--- src/rtl/seg7_scan_if.sv ---
// seg7_scan_if: scanned 7-seg lines (seg/dp/an) plus the decoded frame results
interface seg7_scan_if;
  logic [6:0]  seg;
  logic        dp;
  logic [3:0]  an;
  logic [15:0] digits;
  logic        frame_valid;
  logic [3:0]  amount_q;
  logic        amount_none;
  logic        glyph_err;
  logic        stale;
  modport master (output seg, dp, an, input digits, frame_valid, amount_q, amount_none, glyph_err, stale);
  modport slave (input seg, dp, an, output digits, frame_valid, amount_q, amount_none, glyph_err, stale);
endinterface

--- src/rtl/seg7_scan_decoder.sv ---
// seg7_scan_decoder: debounces scanned 7-seg lines, rebuilds 4 digits, decodes amount (ports: clk, rst_n, bus.slave)
module seg7_scan_decoder #(
  parameter int STABLE_CYC  = 16,
  parameter int TIMEOUT_CYC = 2_000_000
) (
  input logic       clk,
  input logic       rst_n,
  seg7_scan_if.slave bus
);
  localparam int CW = $clog2(STABLE_CYC + 1);
  localparam int TW = $clog2(TIMEOUT_CYC + 1);
  typedef enum logic [1:0] {SCAN, DWELL, HELD, PUBLISH} state_t;
  state_t st, st_nx;
  logic [1:0] idx, aidx;
  logic [6:0] sseg;
  logic [CW-1:0] cnt;
  logic [TW-1:0] tcnt;
  logic [15:0] regs, digits;
  logic [3:0] mask, amount_q, q_nx;
  logic legal, same, load, capture, publish, frame_valid, amount_none, glyph_err, err, base;
  function automatic logic [3:0] glyph(input logic [6:0] s);
    case (s)
      7'b1000000: glyph = 4'h0;
      7'b1111001: glyph = 4'h1;
      7'b0100100: glyph = 4'h2;
      7'b0110000: glyph = 4'h3;
      7'b0011001: glyph = 4'h4;
      7'b0010010: glyph = 4'h5;
      7'b0000010: glyph = 4'h6;
      7'b1111000: glyph = 4'h7;
      7'b0000000: glyph = 4'h8;
      7'b0010000: glyph = 4'h9;
      7'b1111111: glyph = 4'hA;
      7'b0111111: glyph = 4'hB;
      default:    glyph = 4'hF;
    endcase
  endfunction
  function automatic logic bad_code(input logic [3:0] c);
    bad_code = c == 4'hF || c == 4'hB;
  endfunction
  always_comb begin
    legal = $countones(~bus.an) == 1;
    aidx = !bus.an[3] ? 2'd3 : !bus.an[2] ? 2'd2 : !bus.an[1] ? 2'd1 : 2'd0;
    same = legal && aidx == idx && bus.seg == sseg;
    capture = st == DWELL && same && cnt == CW'(STABLE_CYC - 1);
    publish = st == HELD && mask == 4'hF;
    st_nx = st;
    load = 1'b0;
    case (st)
      SCAN: begin
        st_nx = legal ? DWELL : SCAN;
        load = legal;
      end
      DWELL: begin
        st_nx = !legal ? SCAN : capture ? HELD : DWELL;
        load = legal && !same;
      end
      HELD: begin
        st_nx = publish ? PUBLISH : !legal ? SCAN : !same ? DWELL : HELD;
        load = !publish && legal && !same;
      end
      default: st_nx = HELD;
    endcase
  end
  // amount is derived from the captured registers so it lands together with digits on publish
  always_comb begin
    err = bad_code(regs[15:12]) || bad_code(regs[11:8]) || bad_code(regs[7:4]) || bad_code(regs[3:0]);
    base = (regs[15:12] == 4'h0 || regs[15:12] == 4'hA) && regs[7:4] == 4'h0 && regs[3:0] == 4'h0;
    q_nx = err ? 4'b0 : {4{base}} & {regs[11:8] == 4'd4, regs[11:8] == 4'd3, regs[11:8] == 4'd2, regs[11:8] == 4'd1};
  end
  always_ff @(posedge clk or negedge rst_n) begin
    if (!rst_n) begin
      st <= SCAN;
      idx <= 2'd0;
      sseg <= 7'h7F;
      cnt <= '0;
      tcnt <= '0;
      regs <= 16'hAAAA;
      mask <= 4'h0;
      digits <= 16'hAAAA;
      frame_valid <= 1'b0;
      amount_q <= 4'h0;
      amount_none <= 1'b0;
      glyph_err <= 1'b0;
    end else begin
      st <= st_nx;
      if (load) begin
        idx <= aidx;
        sseg <= bus.seg;
        cnt <= CW'(1);
      end else if (st == DWELL && same) begin
        cnt <= cnt + 1'b1;
      end
      if (capture) begin
        regs[idx*4 +: 4] <= glyph(sseg);
        mask[idx] <= 1'b1;
      end
      frame_valid <= publish;
      if (publish) begin
        digits <= regs;
        amount_q <= q_nx;
        amount_none <= !err && q_nx == 4'b0;
        glyph_err <= err;
        mask <= 4'h0;
        tcnt <= '0;
      end else if (tcnt != TW'(TIMEOUT_CYC)) begin
        tcnt <= tcnt + 1'b1;
      end
    end
  end
  assign bus.digits = digits;
  assign bus.frame_valid = frame_valid;
  assign bus.amount_q = amount_q;
  assign bus.amount_none = amount_none;
  assign bus.glyph_err = glyph_err;
  assign bus.stale = tcnt == TW'(TIMEOUT_CYC);
endmodule
--- src/flat_wrapper.sv ---
// flat-port wrapper written by rule: the top's interface ports become plain ports
module seg7_scan_decoder_flat 
#(
  parameter int STABLE_CYC  = 16,
  parameter int TIMEOUT_CYC = 2_000_000
)
  (clk, rst_n, bus_seg, bus_dp, bus_an, bus_digits, bus_frame_valid, bus_amount_q, bus_amount_none, bus_glyph_err, bus_stale);
  seg7_scan_if bus_i ();
  input logic clk;
  input logic rst_n;
  input wire logic [$bits(bus_i.seg)-1:0] bus_seg;
  input wire logic [$bits(bus_i.dp)-1:0] bus_dp;
  input wire logic [$bits(bus_i.an)-1:0] bus_an;
  output wire logic [$bits(bus_i.digits)-1:0] bus_digits;
  output wire logic [$bits(bus_i.frame_valid)-1:0] bus_frame_valid;
  output wire logic [$bits(bus_i.amount_q)-1:0] bus_amount_q;
  output wire logic [$bits(bus_i.amount_none)-1:0] bus_amount_none;
  output wire logic [$bits(bus_i.glyph_err)-1:0] bus_glyph_err;
  output wire logic [$bits(bus_i.stale)-1:0] bus_stale;
  assign bus_i.seg = bus_seg;
  assign bus_i.dp = bus_dp;
  assign bus_i.an = bus_an;
  assign bus_digits = bus_i.digits;
  assign bus_frame_valid = bus_i.frame_valid;
  assign bus_amount_q = bus_i.amount_q;
  assign bus_amount_none = bus_i.amount_none;
  assign bus_glyph_err = bus_i.glyph_err;
  assign bus_stale = bus_i.stale;
  seg7_scan_decoder #(.STABLE_CYC(STABLE_CYC), .TIMEOUT_CYC(TIMEOUT_CYC)) u_core (.clk(clk), .rst_n(rst_n), .bus(bus_i));
endmodule
--- config.mk ---
export PLATFORM = sky130hd
export DESIGN_NAME = seg7_scan_decoder_flat
export DESIGN_NICKNAME = d
export VERILOG_FILES = /design/src/rtl/seg7_scan_if.sv /design/src/rtl/seg7_scan_decoder.sv /design/src/flat_wrapper.sv
export SDC_FILE = /design/constraint.sdc
export NUM_CORES = 1
export LEC_CHECK = 0
export CAP_MARGIN = 5
export CORE_AREA = 2 2 86 109
export DETAILED_ROUTE_END_ITERATION = 6
export DIE_AREA = 0 0 88 111
export GPL_TIMING_DRIVEN = 0
export HOLD_SLACK_MARGIN = 0.03
export MAX_ROUTING_LAYER = met4
export PLACE_DENSITY = 0.76
export SLEW_MARGIN = 20
export SYNTH_ARGS = -nofsm -noshare
export SYNTH_HDL_FRONTEND = slang
export SYNTH_SLANG_ARGS = --single-unit
--- constraint.sdc ---
create_clock -name clk -period 2.53 [get_ports clk]
set_clock_uncertainty 0.2 [all_clocks]
set_input_delay 0.253 -clock clk [delete_from_list [all_inputs] [get_ports clk]]
set_output_delay 0.253 -clock clk [all_outputs]
set_load 0.01 [all_outputs]
==> Word level (Yosys, flattened, before mapping) <==
Cells that the tools add are included.
{ "totals": {"ff_bits": 80, "in_bits": 14, "out_inout_bits": 24, "elab_cells": 113} }
{ "op_classes": {"addsub": 6, "order_cmp": 2, "n_eq_ne": 33, "shifts": 2, "mux": 23, "bitwise_logic": 3, "n_reduce_logical": 32} }
{ "ops": {"columns": ["op", "n"], "rows": [
  ["$pmux W4 S12", 1],
  ["$mux W21", 2],
  ["$eq A4 B4 Y1 const B", 10],
  ["$neg A4 Y34", 1],
  ["$shift A4 B34 Y16 const A", 1],
  ["$shiftx A4 B34 Y16", 1],
  ["$add A32 B32 Y32", 1],
  ["$eq A32 B2 Y1 const B", 1],
  ["$eq A7 B7 Y1 const B", 4],
  ["$add A21 B1 Y21 const B", 1],
  ["$eq A21 B21 Y1 const B", 1],
  ["$eq A7 B5 Y1 const B", 3],
  ["$eq A7 B6 Y1 const B", 3],
  ["$ne A21 B21 Y1 const B", 1],
  ["$bwmux W16", 1],
  ["$logic_not A4 Y1", 4],
  ["$mux W4", 4],
  ["$mux W2", 7],
  ["$logic_and A1 B1 Y1", 12],
  ["$mux W5", 2],
  ["$eq A4 B2 Y1 const B", 2],
  ["$logic_or A1 B1 Y1", 8],
  ["$eq A7 B2 Y1 const B", 1],
  ["$eq A7 B7 Y1", 1],
  ["other kinds (21)", 28]
]} }

==> Depth between registers and ports, before layout <==
Gate-level depths: netlist (run 1).
{ "logic_depth": {"ltp_word": 11, "mapped_depth": 12, "depth_no_buf": 9} }

==> Worst setup path after synthesis (run 1) <==
Ideal clock, no wire load.
{ "synth_timing": {"path_type": "input -> register", "startpoint": "input bus_an[2]", "endpoint": "register u_core.sseg[3]", "setup_time_ps": 82, "t_arrival_ps": 2614, "t_required_ps": 2248, "path_slack_ps": -367, "cell_stages": 12, "path_buffers": 3, "cell_sequence": "inv_1 ha_1 ha_1 fa_1 nor3b_2 and4_1 buf_4 o2111ai_2 nor4bb_1 buf_4 buf_8 mux2_4"} }
{ "synth_between": {"elab_chain_cells": 9, "elab_cells_between_ends": 14, "classes_between": "add/sub (2); eq/ne (2); mux (3); bitwise (1); reduce/logical (6)"} }
{ "synth_rtl": {"columns": ["element", "line", "rtl"], "rows": [
  ["from (decl)", "flat_wrapper.sv:13", "input wire logic [$bits(bus_i.an)-1:0] bus_an;"],
  ["$not A4 Y4", "seg7_scan_decoder.sv:42", "legal = $countones(~bus.an) == 1;"],
  ["$add A1 B1 Y2 (implied by the code)", "seg7_scan_decoder.sv:42", null],
  ["$add A32 B32 Y32 (implied by the code)", "seg7_scan_decoder.sv:42", null],
  ["$eq A32 B2 Y1", "seg7_scan_decoder.sv:42", null],
  ["$logic_and A1 B1 Y1 (2 in a row)", "seg7_scan_decoder.sv:44", "same = legal && aidx == idx && bus.seg == sseg;"],
  ["$logic_not A1 Y1", "seg7_scan_decoder.sv:56, seg7_scan_decoder.sv:60", null],
  ["$logic_and A1 B1 Y1 (on tied branches)", "seg7_scan_decoder.sv:60, seg7_scan_decoder.sv:56", null],
  ["$pmux W1 S3 (*)", "seg7_scan_decoder.sv:49", "case (st)"],
  ["to (signal assigned)", "seg7_scan_decoder.sv:89", "sseg <= bus.seg;"],
  ["to (decl)", "seg7_scan_decoder.sv:15", "logic [6:0] sseg;"]
]} }
Every way passes the cells marked *; elsewhere a longest branch is shown, timed or not.
A chain may end at the register's enable or synchronous reset.

==> Worst setup path in the final report (run 1) <==
Same ends and word-level chain as after synthesis.

==> metrics.csv, run 1 <==
metric,value,unit
Yosys cell types,56,
violated checks,negative setup slack,
final core occ,64.4,%
Setup CP Type,in2reg,
first-pass GRT wire length,16800,microns
Vias,3684,
Psw,1.43,mW
P&R area growth vs syn,30.5,%
filler cell count,697,
Chip Width,88,microns
Setup TNS,-0.471,ns
worst-margin pin slew,0.588,ns
data arrival time at the worst-slack endpoint,2.69,ns
Area after DPL,0.00496,sq mm
Net Sw Frac,32.9,%
"Cell Area, Synth",0.00436,sq mm
synthesized instance count,455,
initial antenna violation count,0,
CORE AREA,0.00883,sq mm
Ys Warns,0,
Clk Tree Root Cell,clkbuf_16,
die area,0.00977,sq mm
# nets final,553,
PortBufs,36,
Yosys reg bits,80,
Final Cycle Share,104,%
Fin. Hold Viols,0,
RSZ-0062 raised after global routing,yes,
All-Layer GR Usage,22.2,%
status,"finished, violations left",
Pleak,2.36,nW
Max Root-Sink Buffers,2,
final WL,10100,microns
final setup violation count,8,
worst hold path type,in2reg,
Synth area leader,dfrtp_1,
top-area cell type share of the netlist area,32.7,%
H-tree depth reported by CTS,3,
CTS tree,done,
max-cap viol count,0,
PnR worst setup slack,-0.0981,ns
share of cells above drive strength 1,23.2,%
"antenna viol nets, final",0,
CP Max Fanout,10,
die height,111,microns
DRC,0,
"Req. time, crit path",2.59,ns
Post-synth EDFFs,0,
final non-filler cell total,648,
Antenna diodes,0,
final slew viol count,0,
largest net degree at the start of global routing,55,
Ports,38,
sequential area share after synthesis,46.6,%
FMAX,381,MHz
logic gate share of total power,33.2,%
startpoint type of the worst setup path,primary input,
WHS,0.0453,ns
row count,39,
endpoint class of the critical path,flop,
GR Overflow Total,0,
fin crit period,2.63,ns
CTS sink cnt,80,
post-DR vias/cell,5.69,
Worst-Skew Late Latency,0.33,ns
cts bufs inserted,9,
slew margin rel.,60.4,%
Placement Setup Slack,-1.22,ns
drt wl/cell,15.5,microns
initial core utilization,49.3,%
dpl hpwl,6680,microns
"top cells by area, synth","dfrtp_1 33%, dfstp_2 14%, nand2_1 6.9%, ha_1 5.2%, xor2_1 3.6%",
Synth Net Count,488,
"Power, Total",4.33,mW
placed insts,615,
Pwr per Cell Area,762,mW/mm^2
Final Instance Area,0.00569,sq mm
Synth Flop Type,dfrtp_1,
initial DRC count,248,
clock power share,33.1,%
Worst-path clk slew,0.06,ns
maximum vdd drop,0.567,mV
gpl congestion,0.889,
register share of total power,33.7,%
DRT Pass-1 Iters,5,
vias in the first global route,3660,
"Avg Cell Area, Syn",9.58,sq um
Pint,2.91,mW
ys async rst share,100,%
-- what timing repair did --
item,CTS,global route
endpoints found under the hold margin,61,0
resized for setup,62,23
pin swaps,17,11
hold buffers,1,0
gates cloned,0,0
endpoints found under the setup margin,37,33
setup buffers,12,11
-- critical path, stage by stage --
cell and delay, ns:
buf_8 0.10, inv_4 0.05, ha_4 0.20, ha_4 0.15, fa_1 0.48, nor3b_4 0.21, and4_1 0.25, buf_6 0.12
o2111ai_4 0.10, nor4bb_4 0.19, buf_6 0.15, buf_12 0.14, mux2_4 0.29
-- per-layer routing --
layer	share of wire, %	vias to the layer above	GRT usage [%]
li1	-	1720	-
met1	41	1836	27.1
met2	53	104	36.1
met3	4.2	24	4.17
met4	2.1	0	8.51
met5	0	-	-
-- layout by cell type, fill, tap and decap left out, types with 15 or more instances in the layout --
cell type and n:
dfstp_2 23, nand3_1 21, clkdlybuf4s50_1 30, buf_4 16
inv_1 16, dfrtp_1 57, xor2_1 16, nor2_1 30
nand2_1 80, ha_1 15, nor3_1 15, xnor2_1 16
-- cells in the mapped netlist (3+ instances only) --
cell type  number
xor2_1         18
o21ai_0        23
dfrtp_1        57
o2111ai_1       6
ha_1           18
inv_1          20
or2_2           6
xnor2_1        16
nor2_1         30
buf_6           3
nand2b_1        3
mux2_2          5
mux2_4          3
nand3_1        21
and3_1          8
nand2_1        80
a31oi_1         3
a21oi_1         9
mux2i_1         4
dfstp_2        23
nor4_1          7
or3_1          10
clkbuf_1       13
o31ai_1         5
a32o_1          4
buf_4           3
nand4_1         7
nor3_1         17
-- sequential cells by signal, indices dropped and copies added (netlist names) --
signal,cells
u_core.tcnt,21
u_core.bus.digits,16
u_core.regs,16
u_core.sseg,7
u_core.cnt,5
u_core.bus.amount_q,4
u_core.mask,4
u_core.idx,2
u_core.st,2
u_core.bus.amount_none,1
u_core.bus.frame_valid,1
u_core.bus.glyph_err,1
-- path summary, 6_finish.rpt --
path / slack (ns) / depth (start not counted) / startpoint / end
worst max-delay path: -0.1 / 13 / bus_an[2] / u_core.sseg[3]
worst min-delay path: 0.05 / 3 / bus_an[2] / u_core.idx[0]
worst max register to register: 0.05 / 8 / u_core.sseg[5] / u_core.sseg[3]
worst min register to register: 0.26 / 2 / u_core.bus.digits[7] / u_core.bus.digits[7]
max in group asynchronous: 1.33 / 3 / rst_n / u_core.regs[1]
min in group asynchronous: 0.17 / 2 / rst_n / u_core.bus.frame_valid
-- cell type report --
| type | instances | area [sq um] | share of cell area [%] |
|---|---|---|---|
| Clock inverter | 4 | 76.3 | 1.34 |
| Inverter | 21 | 98.8 | 1.74 |
| Tap cell | 123 | 154 | 2.71 |
| Clock buffer | 12 | 256 | 4.51 |
| Sequential cell | 80 | 2030 | 35.7 |
| Multi-Input combinational cell | 332 | 2370 | 41.7 |
| Timing Repair Buffer | 56 | 569 | 10.0 |
| Buffer | 20 | 133 | 2.33 |
-- cell families after synthesis --
| group | synth area share, % |
|---|---|
| xor gates and xnor gates | 6.83 |
| AOI/OAI and AO/OA | 10.3 |
| muxes | 3.24 |
| adders and majority gates | 5.63 |
| buffers and inverters | 4.79 |
| DFF | 46.6 |
| and+or+nand+nor | 22.6 |
-- power by group through the flow --
stage	Sequential [mW]	Combinational, mW	Clock, mW
2_1_floorplan	1.46	0.869	0
3_3_place_gp	1.47	1.09	0
3_5_place_dp	1.48	1.13	0
4_1_cts	1.46	1.27	1.45
5_1_grt	1.46	1.56	1.50
6_report	1.46	1.44	1.43
No activity file was read; power rests on OpenSTA's default activity.
==> inputs of run 2 (changes only) <==
--- a/config.mk
+++ b/config.mk
@@ -5,14 +5,15 @@
 export SDC_FILE = /design/constraint.sdc
 export NUM_CORES = 1
 export LEC_CHECK = 0
+export ABC_AREA = 1
 export CAP_MARGIN = 5
-export CORE_AREA = 2 2 86 109
+export CORE_AREA = 2 2 87 110
 export DETAILED_ROUTE_END_ITERATION = 6
-export DIE_AREA = 0 0 88 111
+export DIE_AREA = 0 0 89 112
 export GPL_TIMING_DRIVEN = 0
 export HOLD_SLACK_MARGIN = 0.03
 export MAX_ROUTING_LAYER = met4
-export PLACE_DENSITY = 0.76
+export PLACE_DENSITY = 0.77
 export SLEW_MARGIN = 20
 export SYNTH_ARGS = -nofsm -noshare
 export SYNTH_HDL_FRONTEND = slang
==> metrics.csv, run 2 <==
metric,value,unit,change
status,"finished, final reports clean",,
Worst path top cell family by delay,simple AND/OR/NAND/NOR gates,,
register share of total power,36.3,%,+2.6 points
P&R area growth vs syn,23.9,%,
Regs by FF count,"u_core.tcnt x21, u_core.bus.digits x16, u_core.regs x16",,
synthesized instance count,595,,+31%
sum of routed wire segments on met1,4350,microns,+5.4%
crit-path cells,clkbuf_2 > inv_2 > ha_4 > ha_4 > fa_1 > nor2_1 > nand2_2 > nor2_2 > nand2_2 > nor2_4 > nand3_4 > nor2_8 > nand2_8 > nor2_8 > nand2_2 > nand2_2,,
row count,39,,unchanged
Fin. Hold Viols,0,,unchanged
Chip Width,89,microns,+1.1%
Setup TNS,0,ns,+0.471 ns
post-DR vias/cell,5.07,,-11%
cts bufs inserted,9,,unchanged
first-pass GRT wire length,17000,microns,+1.2%
Synth area leader,dfrtp_1,,
"reg-to-reg slack, setup",0.30,ns,+0.25 ns
"Avg Cell Area, Syn",7.53,sq um,-21%
FMAX,421,MHz,+11%
logic gate share of total power,28.1,%,-5.1 points
Pwr per Cell Area,738,mW/mm^2,-3.1%
"Cell Area, Synth",0.00448,sq mm,+2.9%
final slew viol count,0,,unchanged
Yosys reg bits,80,,unchanged
Synth Flop Type,dfrtp_1,,
vias in the first global route,3834,,+4.8%
H-tree depth reported by CTS,3,,unchanged
"antenna viol nets, final",0,,unchanged
Final Instance Area,0.00556,sq mm,-2.3%
die height,112,microns,+0.90%
Post-synth EDFFs,0,,unchanged
top-area cell type share of the netlist area,31.8,%,-0.91 points
ys async rst share,100,%,unchanged
Pint,2.73,mW,-6.0%
share of cells above drive strength 1,15.2,%,-8.0 points
dpl hpwl,7100,microns,+6.4%
Clk Tree Root Cell,clkbuf_16,,
DRC,0,,unchanged
Max Root-Sink Buffers,2,,unchanged
CTS tree,done,,
GR Overflow Total,0,,unchanged
Yosys cell types,36,,-36%
PortBufs,36,,unchanged
# nets final,686,,+24%
Final Cycle Share,93.9,%,-10 points
Vias,3961,,+7.5%
maximum vdd drop,0.545,mV,-3.8%
Ys Warns,0,,unchanged
initial DRC count,204,,-18%
endpoint class of the critical path,flop,,
slew margin rel.,62.6,%,+2.3 points
Worst-Skew Late Latency,0.34,ns,about the same
metal2 WL,4980,microns,-6.2%
Crit path top cell by count,nand2_2,,
fin crit period,2.38,ns,-0.252 ns
Worst-path clk slew,0.06,ns,about the same
die area,0.00997,sq mm,+2.0%
Psw,1.37,mW,-4.2%
CP max stage cell,fa_1,,
"most common cell after layout, fill and taps aside",nand2_1,,
drt wl/cell,12.6,microns,-19%
startpoint type of the worst setup path,primary input,,
cell with the most instances after synthesis,nand2_1,,
Area after DPL,0.00502,sq mm,+1.3%
CTS sink cnt,80,,unchanged
sequential area share after synthesis,45.3,%,-1.3 points
worst hold path type,in2reg,,
initial antenna violation count,0,,unchanged
synth cell count leaders,"198 x nand2_1, 70 x inv_1, 57 x dfrtp_1, 57 x nor2_1, 32 x nand3_1",,
Ports,38,,unchanged
CORE AREA,0.00898,sq mm,+1.7%
"top cells by area, synth","dfrtp_1 32%, nand2_1 17%, dfstp_2 13%, inv_1 5.9%, ha_1 5.0%",,
gpl congestion,0.888,,about the same
data arrival time at the worst-slack endpoint,2.46,ns,-0.23 ns
most frequent cells in the layout,"189 x nand2_1, 65 x inv_1, 57 x dfrtp_1, 55 x nor2_1, 32 x nand3_1",,
Reg with most FFs,u_core.tcnt,,
reg2reg start,u_core.tcnt[1],,
top sig layer,met4,,
Hold Path End,u_core.idx[0],,
clock power share,35.6,%,+2.5 points
worst reg2reg endpoint,u_core.tcnt[20],,
Synth Net Count,628,,+29%
CP Max Fanout,7,,-3
"Power, Total",4.10,mW,-5.4%
All-Layer GR Usage,22.2,%,about the same
worst-margin pin slew,0.560,ns,-0.0278 ns
final WL,9830,microns,-2.3%
largest net degree at the start of global routing,58,,+5.5%
Critical path buffers and inverters,2,,-3
Net Sw Frac,33.3,%,+0.41 points
Antenna diodes,0,,unchanged
"slowest stage delay, CP",0.43,ns,-0.05 ns
initial core utilization,49.9,%,+0.59 points
hold path depth,4,,+1
max-cap viol count,0,,unchanged
"Req. time, crit path",2.61,ns,+0.02 ns
DRT Pass-1 Iters,5,,unchanged
final setup violation count,0,,-8
Hold Startpoint,bus_an[3],,
Pleak,2.80,nW,+18%
Setup CP Type,in2reg,,
Largest register FFs,21,,unchanged
Register-to-Register Path Depth,9,,+1
met3 WL post-DR,330,microns,-22%
==> run 2: changes by cell type in the layout (fill, tap and decap cells not counted), moves of 6 or more <==
cell     previous run  this run
nand2_1            80       189
inv_1              16        65
nor2_1             30        55
o21ai_0            13        28
xnor2_1            16         1
a21oi_1             9        23
nand2_2             0        11
nand3_1            21        32
xor2_1             16         5
or3_1              10         0
inv_2               1        10
and3_1              7         1
==> run 2: power by group through the flow <==
stage / registers, mW / clock network, mW / logic, mW
2_1_floorplan: 1.49 / 0 / 0.796
3_5_place_dp: 1.51 / 0 / 1.04
3_3_place_gp: 1.51 / 0 / 1.00
5_1_grt: 1.51 / 1.53 / 1.29
4_1_cts: 1.49 / 1.48 / 1.08
6_report: 1.49 / 1.46 / 1.15
==> run 2: area by class of cell <==
class                           count  area, sq um
Fill cell                         767         3420
Timing Repair Buffer               47          460
Sequential cell                    80         2030
Buffer                             12         72.6
Tap cell                          123          154
Multi-Input combinational cell    426         2210
Clock buffer                       12          236
Clock inverter                      4         95.1
Inverter                           77          294
==> run 2: tightest hold or removal path, stage by stage <==
cell     delay [ns]
buf_6          0.09
nand2_1        0.07
nand2_1        0.07
nand2_1        0.04
==> run 2: through the flow <==
| stage | hold WS (ns) | worst slack [ns] | instances | utilization [%] |
|---|---|---|---|---|
| after floorplan | -0.243 | 0.00608 | 595 | - |
| after global placement | 0.252 | -1.74 | 754 | 55.7 |
| after detailed placement | -0.0206 | -0.864 | 755 | 55.9 |
| after CTS | 0.0401 | 0.0165 | 780 | 60.5 |
| after global routing | 0.0367 | -0.00223 | 781 | 61.9 |
| final | 0.0267 | 0.154 | 781 | 61.9 |
==> run 2: logic make-up after synthesis <==
kind of cell,Yosys count,share of synthesized area [%]
and+or+nand+nor,337,32.7
buffers and inverters,89,7.84
DFF,80,45.3
AOI/OAI and AO/OA,64,7.54
adders and majority gates,19,5.47
xor gates and xnor gates,6,1.17
==> run 2: layer usage <==
| layer | vias to the layer above | global-route usage (%) |
|---|---|---|
| li1 | 2009 | - |
| met1 | 1851 | 27.0 |
| met2 | 87 | 36.9 |
| met3 | 14 | 3.63 |
| met4 | 0 | 7.76 |
| met5 | - | - |
==> run 2: worst max-delay path by stage <==
stage,from,end,slack [ns],cells past startpoint
2_1_floorplan,bus_an[2],u_core.regs[14],0.006,14
4_1_cts,bus_an[0],u_core.regs[11],0.02,16
3_3_place_gp,rst_n,u_core.cnt[1],-1.74,1
5_1_grt,bus_an[0],u_core.regs[8],-0.002,16
3_5_place_dp,bus_an[3],u_core.regs[14],-0.86,15
6_report,bus_an[0],u_core.regs[8],0.15,16
==> run 2: repair_timing <==
action	4_1_cts	5_1_grt
hold endpoints to repair	70	0
buffers inserted	7	1
cloned	1	0
gates resized for setup	26	27
endpoints found under the setup margin	37	33
pin swaps	19	15
hold buffers	1	0
